`src/rtl/seg7_pkg.sv`:
```
// Segment encodings and output bit positions shared by the seven-segment scan controller.
package seg7_pkg;

  typedef logic [6:0] seg_t;

  // Segment patterns are {a,b,c,d,e,f,g}; a '1' lights the segment.
  localparam seg_t SEG_HEX_0 = 7'b1111110;
  localparam seg_t SEG_HEX_1 = 7'b0110000;
  localparam seg_t SEG_HEX_2 = 7'b1101101;
  localparam seg_t SEG_HEX_3 = 7'b1111001;
  localparam seg_t SEG_HEX_4 = 7'b0110011;
  localparam seg_t SEG_HEX_5 = 7'b1011011;
  localparam seg_t SEG_HEX_6 = 7'b1011111;
  localparam seg_t SEG_HEX_7 = 7'b1110000;
  localparam seg_t SEG_HEX_8 = 7'b1111111;
  localparam seg_t SEG_HEX_9 = 7'b1111011;
  localparam seg_t SEG_HEX_A = 7'b1110111;
  localparam seg_t SEG_HEX_B = 7'b0011111;
  localparam seg_t SEG_HEX_C = 7'b1001110;
  localparam seg_t SEG_HEX_D = 7'b0111101;
  localparam seg_t SEG_HEX_E = 7'b1001111;
  localparam seg_t SEG_HEX_F = 7'b1000111;

  localparam int SEG_A_POS  = 7;
  localparam int SEG_B_POS  = 6;
  localparam int SEG_C_POS  = 5;
  localparam int SEG_D_POS  = 4;
  localparam int SEG_E_POS  = 3;
  localparam int SEG_F_POS  = 2;
  localparam int SEG_G_POS  = 1;
  localparam int SEG_DP_POS = 0;

  // Wide enough for the largest digit count; callers slice to their width.
  localparam logic [15:0] COM_OFF = 16'hFFFF;

endpackage

```
`src/rtl/seg7_hex_decode.sv`:
```
// Combinational hex nibble to seven-segment pattern decoder.
module seg7_hex_decode
  import seg7_pkg::*;
(
  input  logic [3:0] hexNibble,
  output seg_t       segments
);

  always_comb begin
    segments = SEG_HEX_0;
    case (hexNibble)
      4'h0: segments = SEG_HEX_0;
      4'h1: segments = SEG_HEX_1;
      4'h2: segments = SEG_HEX_2;
      4'h3: segments = SEG_HEX_3;
      4'h4: segments = SEG_HEX_4;
      4'h5: segments = SEG_HEX_5;
      4'h6: segments = SEG_HEX_6;
      4'h7: segments = SEG_HEX_7;
      4'h8: segments = SEG_HEX_8;
      4'h9: segments = SEG_HEX_9;
      4'hA: segments = SEG_HEX_A;
      4'hB: segments = SEG_HEX_B;
      4'hC: segments = SEG_HEX_C;
      4'hD: segments = SEG_HEX_D;
      4'hE: segments = SEG_HEX_E;
      4'hF: segments = SEG_HEX_F;
    endcase
  end

endmodule

```
`src/rtl/seg7_scan_ctrl.sv`:
```
// Multiplexed seven-segment scan controller with double-buffered display data,
// leading-zero suppression, per-digit blanking and PWM brightness.
module seg7_scan_ctrl
  import seg7_pkg::*;
#(
  parameter int NUM_DIGITS = 8,
  parameter int SCAN_W     = 10,
  parameter int BRIGHT_W   = 4
) (
  input  logic                    iCLK,
  input  logic                    nRST,
  input  logic [4*NUM_DIGITS-1:0] iDATA,
  input  logic [NUM_DIGITS-1:0]   iDP,
  input  logic [NUM_DIGITS-1:0]   iBLANK,
  input  logic [BRIGHT_W-1:0]     iBRIGHT,
  input  logic                    iLZS,
  input  logic                    iLOAD,
  output logic [NUM_DIGITS-1:0]   oS_COM,
  output logic [7:0]              oS_ENS,
  output logic                    oFRAME
);

  localparam int IDX_W = $clog2(NUM_DIGITS);
  localparam logic [IDX_W-1:0] LAST_IDX = IDX_W'(NUM_DIGITS - 1);

  logic [SCAN_W-1:0]       prescaler;
  logic [IDX_W-1:0]        digitIdx;
  logic                    slotEnd;
  logic                    frameEnd;

  logic [4*NUM_DIGITS-1:0] pendData, actData;
  logic [NUM_DIGITS-1:0]   pendDp, actDp;
  logic [NUM_DIGITS-1:0]   pendBlank, actBlank;
  logic [BRIGHT_W-1:0]     pendBright, actBright;
  logic                    pendLzs, actLzs;

  logic [NUM_DIGITS-1:0]   zeroFrom;
  logic [3:0]              curNibble;
  seg_t                    curSegs;
  logic                    suppress;
  logic                    lit;
  logic [NUM_DIGITS-1:0]   comNext;
  logic [7:0]              ensNext;

  assign slotEnd  = (prescaler == '1);
  assign frameEnd = slotEnd && (digitIdx == LAST_IDX);

  always_ff @(posedge iCLK) begin
    if (nRST) begin
      prescaler <= '0;
      digitIdx  <= '0;
      oFRAME    <= 1'b0;
    end else begin
      prescaler <= prescaler + SCAN_W'(1);
      if (slotEnd)
        digitIdx <= frameEnd ? '0 : digitIdx + IDX_W'(1);
      oFRAME <= frameEnd;
    end
  end

  // Active copies only change at the frame boundary so a frame never mixes old and new data.
  always_ff @(posedge iCLK) begin
    if (nRST) begin
      pendData   <= '0;
      pendDp     <= '0;
      pendBlank  <= '1;
      pendBright <= '0;
      pendLzs    <= 1'b0;
      actData    <= '0;
      actDp      <= '0;
      actBlank   <= '1;
      actBright  <= '0;
      actLzs     <= 1'b0;
    end else begin
      if (iLOAD) begin
        pendData   <= iDATA;
        pendDp     <= iDP;
        pendBlank  <= iBLANK;
        pendBright <= iBRIGHT;
        pendLzs    <= iLZS;
      end
      if (frameEnd) begin
        actData   <= pendData;
        actDp     <= pendDp;
        actBlank  <= pendBlank;
        actBright <= pendBright;
        actLzs    <= pendLzs;
      end
    end
  end

  // zeroFrom[k] is set when nibble k and every nibble above it are zero.
  always_comb begin
    zeroFrom = '0;
    for (int k = 0; k < NUM_DIGITS; k++)
      zeroFrom[k] = ((actData >> (4 * k)) == '0);
  end

  assign curNibble = actData[{digitIdx, 2'b00} +: 4];

  seg7_hex_decode uDecode (
    .hexNibble (curNibble),
    .segments  (curSegs)
  );

  assign suppress = actLzs && (digitIdx != '0) && zeroFrom[digitIdx];
  assign lit      = !actBlank[digitIdx]
                    && (prescaler[SCAN_W-1 -: BRIGHT_W] < actBright);

  always_comb begin
    comNext = COM_OFF[NUM_DIGITS-1:0];
    ensNext = '0;
    if (lit) begin
      comNext = ~(NUM_DIGITS'(1) << digitIdx);
      ensNext[SEG_A_POS -: 7] = suppress ? 7'b0 : curSegs;
      ensNext[SEG_DP_POS]     = actDp[digitIdx];
    end
  end

  always_ff @(posedge iCLK) begin
    if (nRST) begin
      oS_COM <= COM_OFF[NUM_DIGITS-1:0];
      oS_ENS <= '0;
    end else begin
      oS_COM <= comNext;
      oS_ENS <= ensNext;
    end
  end

endmodule

```
`config.mk`:
```
export PLATFORM = sky130hd
export DESIGN_NAME = seg7_scan_ctrl
export DESIGN_NICKNAME = d
export VERILOG_FILES = /design/src/rtl/seg7_pkg.sv /design/src/rtl/seg7_hex_decode.sv /design/src/rtl/seg7_scan_ctrl.sv
export SDC_FILE = /design/constraint.sdc
export NUM_CORES = 1
export LEC_CHECK = 0
export CAP_MARGIN = 20
export CORE_ASPECT_RATIO = 0.75
export CORE_MARGIN = 4
export CORE_UTILIZATION = 50
export CTS_CLUSTER_DIAMETER = 60
export DETAILED_ROUTE_END_ITERATION = 12
export GPL_ROUTABILITY_DRIVEN = 0
export GPL_TIMING_DRIVEN = 1
export PLACE_DENSITY = 0.74
export SYNTH_ARGS = -nofsm -noshare
export SYNTH_HDL_FRONTEND = slang
export SYNTH_SLANG_ARGS = --single-unit
```
`constraint.sdc`:
```
create_clock -name iCLK -period 2.9 [get_ports iCLK]
set_input_delay 0.29 -clock iCLK [delete_from_list [all_inputs] [get_ports iCLK]]
set_output_delay 0.29 -clock iCLK [all_outputs]
set_load 0.02 [all_outputs]
```
==> results.cfg, run 1 <==
[logic_synthesis]
postSynthCellCount = 479
syn_area_um2 = 5290
ys_warn_count = 0
synth-seq-cells = 136
ys_seq_area_share_pct = 51.5
yosysUniqueCellTypes = 43
syn_avg_cell_area_um2 = 11.0
syn_nets = 552

[sta]
setup_violations = 0
max_freq_mhz = 398
worst_slew_pin_slew_ps = 691
final_hold_viol_count = 0
skew_ps = 7.83
rsz0062_at_grt = no
post-route-period-util_pct = 86.7
slew_headroom_pct = 53.9
final.min_clock_period_ps = 2520
tns_ps = 0
drv_slew = 0

[power_and_ir_drop]
cellPowerDensity_nw_per_um2 = 630
p_leak_nw = 2.69
ir_drop_mv = 0.471

[route]
wl_per_cell_um = 16.3
top_layer = met4
first_iter_violations = 233
via_per_inst = 5.50
vias = 3811
antenna_left = 0
firstDrtPassIters = 4
routed_wl_um = 11300
met3_length_um = 601
drc_errors = 0
routed-wl-met2_um = 4930
wl_met1_um = 5610

[critical_path]
crit_arrival_ps = 2850
path_class = reg2reg
cp-end-kind = flop
start_kind = flop
cp.required_ps = 3240
crit_fanout = 9

[layout]
multi_input_area_um2 = 2370
layout_commonest_cell = dfxtp_1
drive_above_1_share_pct = 11.0
area.sequential_um2 = 2720
antennaDiodeCount = 0
n_fill_cell = 781
layout.nets = 619
final_cell_area_um2 = 6680
final_cell_mix = 136 x dfxtp_1, 70 x clkdlybuf4s50_1, 64 x nor2_1
area_delta_synth_final_pct = 26.4
final_core_utilization_pct = 64.9

[clock_tree]
cts_buffer_depth = 2
cts-resized-gates = 0
htree_levels = 4
cts_setup_buffers = 0
cts_num_sinks = 136
worstSkewPairLatency_ps = 420
cts_buffers = 17
cts.clk_slew.worst_paths_ps = 50
cts_hold_buf = 0
cts_tree = built
cts_root_buf = clkbuf_16

[global_route]
antenna_found_initial = 0
grt_max_degree = 64
grt.total_usage_pct = 18.9
grt_first_pass_wirelength_um = 18800
grt_pass1_vias = 3718
grt-ovfl-total = 0

[floorplanning]
initial_core_util_pct = 51.4
ios = 73
fp-row-count = 32
dieHeight_um = 97.1
fp.dieArea_um2 = 12300
dieWidth_um = 127
design.core.area_um2 = 10300

[placed_design]
placed_cell_area_um2 = 6110
hpwl_um = 8010
portBuffers = 72

[run]
maxCapViolations = 0

[status]
outcome = finished clean

[min_path]
hold_path_class = in2reg
per-layer routing:
layer  track usage (%)  up-vias
li1                  -     1864
met1              26.8     1835
met2              27.5       95
met3              5.88       17
met4              6.10        0
met5                 0        -
flip-flops by register name, summed over array words and instances (netlist names):
name	cells
prescaler	10
actLzs	1
actBright	4
pendBright	4
pendBlank	8
pendData	32
oS_COM	8
oS_ENS	8
actDp	8
actData	32
oFRAME	1
digitIdx	3
pendLzs	1
actBlank	8
pendDp	8
power by group:
group / leakage [nW] / switching, W / total, W / internal [W]
sequential: 1.11 / 0.0000306 / 0.00195 / 0.00192
combinational: 1.32 / 0.0000839 / 0.000203 / 0.000119
clock: 0.262 / 0.000783 / 0.00205 / 0.00127
total: 2.69 / 0.000897 / 0.00421 / 0.00331
cell type report:
type	count	share of cell area (%)
clock buffers	18	6.57
clock inverters	12	1.93
inverters	12	0.674
multi-input cells	300	35.5
flip-flops and latches	136	40.8
well taps	136	2.55
repair buffers	79	12.0
cell usage after synthesis, drive strengths merged:
cell type / count / area [µm²]
a31oi: 1 / 6.26
o211a: 1 / 10.0
xor2: 4 / 35.0
dfxtp: 136 / 2720
mux4: 12 / 270
o22a: 8 / 70.1
or3: 4 / 25.0
or2: 2 / 12.5
mux2i: 50 / 513
xnor2: 4 / 35.0
nor4: 7 / 43.8
a211o: 9 / 78.8
mux2: 2 / 22.5
clkinv: 1 / 3.75
and2: 3 / 21.3
o311ai: 1 / 16.3
clkbuf: 13 / 48.8
o21ai: 2 / 10.0
nand2b: 4 / 25.0
nor3: 3 / 15.0
a21o: 1 / 7.51
o211ai: 1 / 7.51
o22ai: 4 / 25.0
and3: 2 / 12.5
a221oi: 1 / 8.76
a22o: 45 / 394
nand3: 10 / 50.1
a211oi: 5 / 37.5
nor2b: 10 / 62.6
nand2: 15 / 56.3
nor2: 64 / 240
inv: 11 / 41.3
a21oi: 4 / 20.0
ha: 17 / 213
buf: 18 / 98.9
a21boi: 1 / 7.51
nand4: 3 / 18.8
worst paths after layout:
check                                   from            to  slack, ps  depth (start not counted)
worst max-delay path             digitIdx[0]     oS_ENS[7]        380                          8
worst min-delay path                    nRST  prescaler[9]        120                          2
worst max register to register   digitIdx[0]     oS_ENS[7]        380                          8
worst min register to register  prescaler[0]  prescaler[0]        460                          1
logic make-up after synthesis:
| kind of cell | count (synthesis) | synth area share [%] |
|---|---|---|
| DFF | 136 | 51.5 |
| buffers and inverters | 43 | 3.65 |
| and+or+nand+nor | 127 | 11.0 |
| adders and majority gates | 17 | 4.02 |
| muxes | 64 | 15.2 |
| xor gates and xnor gates | 8 | 1.33 |
| AOI/OAI and AO/OA | 84 | 13.2 |
worst max-delay path, stage by stage, from the launching register on:
cell and delay, ps:
dfxtp_1 630, buf_4 270, mux4_2 320, nand2_1 80
and2_1 230, inv_1 110, ha_1 260, or3_1 390
a21oi_1 150
metrics by stage:
step	hold slack, ps	instances	total power [W]	setup WS (ps)
after floorplan	412	479	0.00208	556
after global placement	435	663	0.00219	541
after detailed placement	441	663	0.00219	393
after CTS	109	693	0.00424	380
after global routing	136	693	0.00435	146
final	124	693	0.00421	384
Note: power is estimated with default switching activity, not from simulation.
==> inputs of run 2 (changes only) <==
--- a/config.mk
+++ b/config.mk
@@ -5,15 +5,15 @@
 export SDC_FILE = /design/constraint.sdc
 export NUM_CORES = 1
 export LEC_CHECK = 0
+export ABC_AREA = 0
 export CAP_MARGIN = 20
-export CORE_ASPECT_RATIO = 0.75
 export CORE_MARGIN = 4
 export CORE_UTILIZATION = 50
 export CTS_CLUSTER_DIAMETER = 60
 export DETAILED_ROUTE_END_ITERATION = 12
+export DONT_BUFFER_PORTS = 1
 export GPL_ROUTABILITY_DRIVEN = 0
 export GPL_TIMING_DRIVEN = 1
-export PLACE_DENSITY = 0.74
 export SYNTH_ARGS = -nofsm -noshare
 export SYNTH_HDL_FRONTEND = slang
 export SYNTH_SLANG_ARGS = --single-unit
==> run 2 against run 1 <==
Die area is 0.14% lower. Total power up 6.1%. Critical endpoint unchanged. Critical path depth is 1 lower. Worst setup slack improved by 43 ps.
==> results.cfg, run 2 (synthesized netlist as in run 1, its figures left out) <==
[critical_path]
cp_top_family = simple AND/OR/NAND/NOR gates
cp_slowest_stage_delay_ps = 640
cp.required_ps = 3360
r2r-end = oS_ENS[7]
path_cells = clkinv_1 -> nand2_1 -> and2_1 -> inv_1 -> ha_1 -> or3_1 -> a21oi_1
crit_fanout = 12
start_kind = flop
cp_num_cells = 7
cp_slowest_cell = dfxtp_1
path_class = reg2reg
r2r.worst_path.cells = 7
reg2reg_slack_ps = 430
reg2reg_from = digitIdx[2]
crit_buf_inv = 2
crit_arrival_ps = 2930
cp-end-kind = flop

[power_and_ir_drop]
cellPowerDensity_nw_per_um2 = 628
p_seq_share_pct = 43.7
p_switching_w = 0.000864
ir_drop_mv = 0.440
combPwrFrac_pct = 5.7
pwr-share-clk_pct = 50.6
p_leak_nw = 2.86
swShare_pct = 19.4
intPower_w = 0.00360

[placed_design]
place_ws_ps = 448
hpwl_um = 7270
placed_cell_area_um2 = 5380
placed_cells = 590
portBuffers = 0

[route]
antenna_left = 0
firstDrtPassIters = 4
drc_errors = 0
wl_per_cell_um = 16.3
via_per_inst = 5.38
first_iter_violations = 133
vias = 3924
routed_wl_um = 11900

[clock_tree]
cts_num_sinks = 136
cts_setup_buffers = 0
htree_levels = 4
cts_root_buf = clkbuf_8
cts_tree = built
cts_buffer_depth = 2
worstSkewPairLatency_ps = 530
cts-resized-gates = 0
cts_buffers = 17
cts.clk_slew.worst_paths_ps = 60

[global_route]
grt-ovfl-total = 0
grt.total_usage_pct = 20.5
antenna_found_initial = 0
grt_first_pass_wirelength_um = 20400
grt_max_degree = 65
grt_pass1_vias = 4002

[sta]
final.min_clock_period_ps = 2470
setup_violations = 0
rsz0062_at_grt = no
worst_slew_pin_slew_ps = 648
max_freq_mhz = 404
tns_ps = 0
fin_ws_ps = 427
post-route-period-util_pct = 85.3
skew_ps = 5.29
slew_headroom_pct = 56.7
drv_slew = 0
final_hold_viol_count = 0

[min_path]
hold_path_class = in2reg
whs_endpoint = prescaler[0]
hold_path.startpoint = nRST
worstHoldPathCells = 2

[floorplanning]
dieHeight_um = 111
fp.dieArea_um2 = 12300
fp-row-count = 37
dieWidth_um = 111
design.core.area_um2 = 10300
initial_core_util_pct = 51.2
ios = 73

[layout]
layout.nets = 653
final_cell_mix = 136 x dfxtp_1, 106 x dlygate4sd3_1, 64 x nor2_1
area_delta_synth_final_pct = 34.3
finalNonFillerCells = 729
drive_above_1_share_pct = 9.95
layout_commonest_cell = dfxtp_1
antennaDiodeCount = 0
final_core_utilization_pct = 68.8
top_regs = actData x32, pendData x32, prescaler x10
final_cell_area_um2 = 7100

[status]
outcome = finished clean

[run]
maxCapViolations = 0
[run 2: worst max path at each step]
stage	from	endpoint	slack [ps]
after floorplan	digitIdx[0]	oS_ENS[7]	560
after global placement	digitIdx[2]	oS_ENS[7]	520
after detailed placement	digitIdx[2]	oS_ENS[7]	450
after CTS	digitIdx[2]	oS_ENS[7]	440
after global routing	digitIdx[2]	oS_ENS[7]	240
final	digitIdx[2]	oS_ENS[7]	430
[run 2: layout make-up]
type,count,area (µm²)
Clock buffer,24,490
Timing Repair Buffer,113,1160
Tap cell,136,170
Fill cell,780,3220
Clock inverter,8,140
Sequential cell,136,2720
Inverter,12,45.0
Multi-Input combinational cell,300,2370
[run 2: layer usage]
layer / wire length (µm) / GRT usage [%]
met5: 0 / 0
met4: 228 / 7.88
met3: 478 / 5.51
met2: 5610 / 32.4
met1: 5570 / 26.9
[run 2: timing repair]
| item | 4_1_cts | 5_1_grt |
|---|---|---|
| endpoints found under the setup margin | 0 | 0 |
| hold buffers | 107 | 0 |
| endpoints found under the hold margin | 64 | 0 |
[run 2: power groups by stage]
| stage | registers, W | logic, W | clock network (W) |
|---|---|---|---|
| global placement | 0.00199 | 0.0000869 | 0 |
| CTS | 0.00195 | 0.000248 | 0.00230 |
| finish | 0.00195 | 0.000254 | 0.00226 |
| global route | 0.00195 | 0.000279 | 0.00238 |
| floorplan | 0.00198 | 0.000107 | 0 |
| detailed placement | 0.00199 | 0.0000910 | 0 |
[run 2: metrics by stage]
stage,hold WS [ps],total power [W]
floorplan,412,0.00208
global placement,364,0.00208
detailed placement,366,0.00208
CTS,70.4,0.00450
global route,96.1,0.00461
finish,95.5,0.00446
==> inputs of run 3 (changes only) <==
--- a/config.mk
+++ b/config.mk
@@ -14,6 +14,7 @@
 export DONT_BUFFER_PORTS = 1
 export GPL_ROUTABILITY_DRIVEN = 0
 export GPL_TIMING_DRIVEN = 1
+export SLEW_MARGIN = 25
 export SYNTH_ARGS = -nofsm -noshare
 export SYNTH_HDL_FRONTEND = slang
 export SYNTH_SLANG_ARGS = --single-unit
==> results of run 3 <==
The final DEF is identical to that of run 2; final timing and power are the same.
